==> src/rtl/fetch_pc_redirect_unit.sv <==
// Fetch-stage PC sequencer: holds the fetch PC, drives the imem request and
// applies (or buffers, while stalled) branch / jump / jump-register redirects.
module fetch_pc_redirect_unit #(
    parameter int          ADDR_W   = 32,
    parameter logic [31:0] RESET_PC = 32'h0040_0000,
    parameter int          CNT_W    = 16
) (
    input  logic              clk,
    input  logic              rst,
    input  logic              branch_taken,
    input  logic [ADDR_W-1:0] branch_target,
    input  logic              jump,
    input  logic [ADDR_W-1:0] jump_target,
    input  logic              jr,
    input  logic [ADDR_W-1:0] jr_target,
    input  logic              stall,
    input  logic              imem_ready,
    output logic              imem_valid,
    output logic [ADDR_W-1:0] pc,
    output logic [ADDR_W-1:0] pc_plus4,
    output logic              flush_if_id,
    output logic              pending_redirect,
    output logic              misalign_err,
    output logic [CNT_W-1:0]  redirect_count
);

    typedef enum logic [1:0] {IDLE, RUN, HOLD} state_t;

    state_t            state;
    logic [ADDR_W-1:0] tgt_q;
    logic              redir_req;
    logic [ADDR_W-1:0] redir_tgt;
    logic              fire;
    logic              do_apply;
    logic [ADDR_W-1:0] apply_tgt;

    // The EX-stage branch is older than any ID-stage jump, so it wins.
    always_comb begin
        redir_req = branch_taken | jr | jump;
        redir_tgt = jump_target;
        if (branch_taken)
            redir_tgt = branch_target;
        else if (jr)
            redir_tgt = jr_target;
    end

    // In HOLD a new branch supersedes the buffered target; jump/jr are ignored.
    always_comb begin
        fire      = imem_valid & imem_ready & ~stall;
        do_apply  = 1'b0;
        apply_tgt = redir_tgt;
        if (state == RUN) begin
            do_apply = fire & redir_req;
        end else if (state == HOLD) begin
            do_apply  = fire;
            apply_tgt = branch_taken ? branch_target : tgt_q;
        end
    end

    assign pc_plus4 = pc + ADDR_W'(4);

    always_ff @(posedge clk or posedge rst) begin
        if (rst) begin
            state            <= IDLE;
            pc               <= ADDR_W'(RESET_PC);
            tgt_q            <= '0;
            imem_valid       <= 1'b0;
            flush_if_id      <= 1'b0;
            pending_redirect <= 1'b0;
            misalign_err     <= 1'b0;
            redirect_count   <= '0;
        end else begin
            flush_if_id <= 1'b0;
            case (state)
                IDLE: begin
                    state      <= RUN;
                    imem_valid <= 1'b1;
                end
                RUN: begin
                    if (redir_req && !fire) begin
                        tgt_q            <= redir_tgt;
                        state            <= HOLD;
                        pending_redirect <= 1'b1;
                    end else if (!redir_req && fire) begin
                        pc <= pc_plus4;
                    end
                end
                HOLD: begin
                    if (fire) begin
                        state            <= RUN;
                        pending_redirect <= 1'b0;
                    end else if (branch_taken) begin
                        tgt_q <= branch_target;
                    end
                end
                default: begin
                    state      <= IDLE;
                    imem_valid <= 1'b0;
                end
            endcase
            if (do_apply) begin
                pc          <= apply_tgt;
                flush_if_id <= 1'b1;
                if (redirect_count != '1)
                    redirect_count <= redirect_count + CNT_W'(1);
                if (apply_tgt[1:0] != 2'b00)
                    misalign_err <= 1'b1;
            end
        end
    end

endmodule
==> config.mk <==
export PLATFORM = sky130hd
export DESIGN_NAME = fetch_pc_redirect_unit
export DESIGN_NICKNAME = d
export VERILOG_FILES = /design/src/rtl/fetch_pc_redirect_unit.sv
export SDC_FILE = /design/constraint.sdc
export NUM_CORES = 1
export LEC_CHECK = 0
export CORE_ASPECT_RATIO = 1.25
export CORE_UTILIZATION = 40
export CTS_CLUSTER_SIZE = 16
export DETAILED_ROUTE_END_ITERATION = 10
export PLACE_DENSITY = 0.7
export SLEW_MARGIN = 20
export SYNTH_ARGS = -nofsm -noshare
export SYNTH_HDL_FRONTEND = slang
export SYNTH_SLANG_ARGS = --single-unit
==> constraint.sdc <==
create_clock -name clk -period 4 [get_ports clk]
set_clock_uncertainty 0.15 [all_clocks]
set_input_delay 1 -clock clk [delete_from_list [all_inputs] [get_ports clk]]
set_output_delay 1 -clock clk [all_outputs]
set_load 0.05 [all_outputs]
==> impl_metrics.csv <==
group,metric,value,unit
synth,yosys.area_share.xor_xnor,5.747,%
synth,synth_compound_area_share,26.89,%
die,placementRows,50,
timing,period_minus_slack,3.866,ns
placement,io_buffers,186,
worst_setup_path,rr_startpoint,"state[0]",
timing,relSlewSlack,32.21,%
route,wirelength,19.92,mm
global_route,grt_util_all_layers,25.28,%
global_route,grt_max_degree,87,
clock_tree,insertion_delay,0.35,ns
power_and_ir_drop,pwr-share-comb,61.0,%
worst_setup_path,setup.worst_path.class,"reg2out",
global_route,grt_pass1_vias,5915,
power_and_ir_drop,intPower,0.003191,W
timing,rsz0062_at_grt,"no",
power_and_ir_drop,switchingPower,0.003394,W
synth,synth_nets,787,
timing,fmax,258.6,MHz
timing,tns,0,ns
timing,hold_viol_final,0,
clock_tree,cts_tree,"built",
timing,period_share,96.66,%
power_and_ir_drop,ir_drop,0.3147,mV
finish,instances_no_fill,1018,
die,dieArea,0.01574,mm^2
route,wire_per_inst,19.57,um
synth,ys_seq_area_share,35.32,%
global_route,antenna_found_initial,0,
worst_setup_path,required,2.85,ns
synth,yosysWarningCount,0,
worst_setup_path,crit-reg2reg-capture,"redirect_count[14]",
synth,synth_largest_area_cell,"dfrtp_1",
route,vias,6169,
finish,layout-drive-gt1-share,10.66,%
synth,synthFlopType,"dfrtp_1",
synth,yosysTopAreaCellShare,34.89,%
synth,synth-edff-count,0,
worst_setup_path,end_kind,"primary output",
die,die_w,112.4,um
synth,yosys.cell_count.top_type,"dfrtp_1",
worst_setup_path,setup.worst_path.start_class,"register",
timing,worst_pin_slew,1.017,ns
synth,synth_cells,679,
timing,setup_viol,0,
global_route,grt_pass1_wl,31.37,mm
finish,nNetsFinal,938,
clock_tree,post_cts_buffers,0,
synth,synth_mux_area_share,6.301,%
placement,gp_congestion,0.8586,
status,status,"complete, no violations",
worst_setup_path,rrSetupSlack,0.74,ns
route,drc_errors,0,
worst_setup_path,arrival,2.72,ns
synth,synthSimpleGateAreaFrac,18.78,%
die,die_h,140.0,um
clock_tree,cts_sinks,86,
placement,dpl.hpwl,14.76,mm
synth,synth_common_cells,"dfrtp_1 (85), nand2_1 (58), nor2_1 (50)",
worst_setup_path,cp-endpoint,"pc_plus4[14]",
worst_setup_path,reg2reg_depth,8,
route,avgViaCountPerCell,6.060,
clock_tree,cts_hold_buf,0,
global_route,overflow,0,
route,drtIter0Drc,545,
power_and_ir_drop,p_total,0.006585,W
job,maxCapViolations,0,
power_and_ir_drop,switching_share,51.54,%
synth,synth_top_family_by_area,"compound AO/OA/AOI/OAI gates",
synth,synth.distinct_cells,77,
synth,synth_seq_cells,86,
clock_tree,path_clk_slew,0.07,ns
die,ios,187,
synth,synth_fa_ha_area_share,1.026,%
clock_tree,cts_max_level,3,
clock_tree,cts-root-buf,"clkbuf_16",
synth,synth_area_leaders,"dfrtp_1 (35%), mux2i_1 (5.7%), a22oi_1 (5.0%)",
synth,netlist_area,0.006096,mm^2
timing,hold_slack,0.3234,ns
worst_setup_path,cp_max_fo,7,
clock_tree,numCtsBuffers,9,
placement,placed_cells,1001,
timing,slew_viol_final,0,
power_and_ir_drop,p_leak,3.371,nW
power_and_ir_drop,p_seq_share,25.9,%
worst_setup_path,crit_path_start,"pc[2]",
clock_tree,post_cts_resized,0,
min_path,hp-class,"reg2reg",
synth,avgSynthCellArea,8.978,um^2
die,start_util,40.77,%
power_and_ir_drop,clockPowerShare,13.1,%
clock_tree,cts_buffer_depth,2,
power_and_ir_drop,power_density,794.3,mW/mm^2
synth,async_flop_share,100.0,%
route,ant_nets,0,
finish,nFillCells,1378,
finish,area_growth_syn_to_layout,36.00,%
die,coreArea,0.01495,mm^2
route,dr.pass1.iters,5,
## metrics by stage
stage	utilization [%]	area (um^2)	worst slack, ns
floorplan	-	6096	0.2006
detailed placement	53.41	7986	0.5401
global route	55.43	8288	0.01843
CTS	55.43	8288	0.1561
global placement	53.41	7986	0.5518
finish	55.45	8290	0.1335
## flip-flops by register name, summed over array words and instances (netlist names)
| signal | cells |
|---|---|
| flush_if_id | 1 |
| pc | 32 |
| imem_valid | 1 |
| pending_redirect | 1 |
| tgt_q | 32 |
| misalign_err | 1 |
| state | 2 |
| redirect_count | 16 |
## per-layer routing
metal | global-route usage, % | up-vias | share of wire (%)
li1 | - | 2849 | -
met1 | 32.84 | 2976 | 42
met2 | 41.52 | 299 | 48
met3 | 4.500 | 45 | 7.2
met4 | 10.46 | 0 | 2.6
met5 | 0 | - | 0
## worst max-delay path, cell delays in order, from the launching register on
cell and delay, ns:
dfrtp_1 0.46, ha_1 0.32, nand3_1 0.27, nor3_4 0.33, xor2_1 0.17, clkdlybuf4s50_1 0.81
## logic make-up after synthesis
group                    after synthesis
flip-flops                            86
AO/OA/AOI/OAI                        236
buffers and inverters                 70
XOR/XNOR                              40
multiplexers                          38
adder cells (fa/ha/maj)                5
AND/OR/NAND/NOR                      204
## how the worst min path moves through the flow
stage,startpoint,endpoint,slack [ns],cells past startpoint
floorplan,tgt_q[5],tgt_q[5],0.31,1
global route,misalign_err,misalign_err,0.35,1
global placement,misalign_err,misalign_err,0.30,1
CTS,misalign_err,misalign_err,0.32,1
detailed placement,misalign_err,misalign_err,0.31,1
finish,misalign_err,misalign_err,0.32,1
## power by group through the flow
stage	clock network (W)	registers, W	logic, W
after floorplan	0	0.00221	0.00228
after global routing	0.000909	0.00177	0.00424
after detailed placement	0	0.00171	0.00399
after global placement	0	0.00167	0.00393
final	0.000864	0.00171	0.00401
after CTS	0.000869	0.00169	0.00401
## layout by cell type, fill, tap and decap left out, drive strengths merged, types with 3 or more instances in the layout
cell type | netlist | layout
o22ai | 4 | 4
a31oi | 6 | 6
clkbuf | 24 | 11
xor2 | 12 | 12
xnor2 | 28 | 28
a41oi | 5 | 5
mux2i | 35 | 35
dfrtp | 85 | 85
mux2 | 3 | 3
a221o | 5 | 5
inv | 9 | 8
nor4 | 5 | 5
and3 | 10 | 10
clkinv | 0 | 3
o22a | 7 | 7
nand4 | 16 | 16
nor2 | 52 | 52
a221oi | 7 | 7
nor3 | 15 | 15
a2bb2oi | 6 | 6
o2bb2ai | 4 | 4
o21a | 8 | 8
clkdlybuf4s50 | 0 | 167
a22oi | 50 | 50
and4 | 4 | 4
nand2 | 59 | 59
or3 | 3 | 3
ha | 5 | 5
a21oi | 38 | 38
o211ai | 8 | 8
a211oi | 14 | 14
buf | 37 | 34
o21ai | 59 | 59
nand3 | 26 | 26
## cell type report
cell class | count | area (um^2) | area share (%)
multi-input combinational | 523 | 3586 | 43.25
sequential | 86 | 2153 | 25.97
timing repair buffer | 201 | 1984 | 23.94
clock buffer | 11 | 242.7 | 2.928
tap | 182 | 227.7 | 2.747
clock inverter | 5 | 58.81 | 0.7093
inverter | 9 | 35.03 | 0.4226
antenna | 1 | 2.502 | 0.03018
Power figures use the tool's default switching activity.
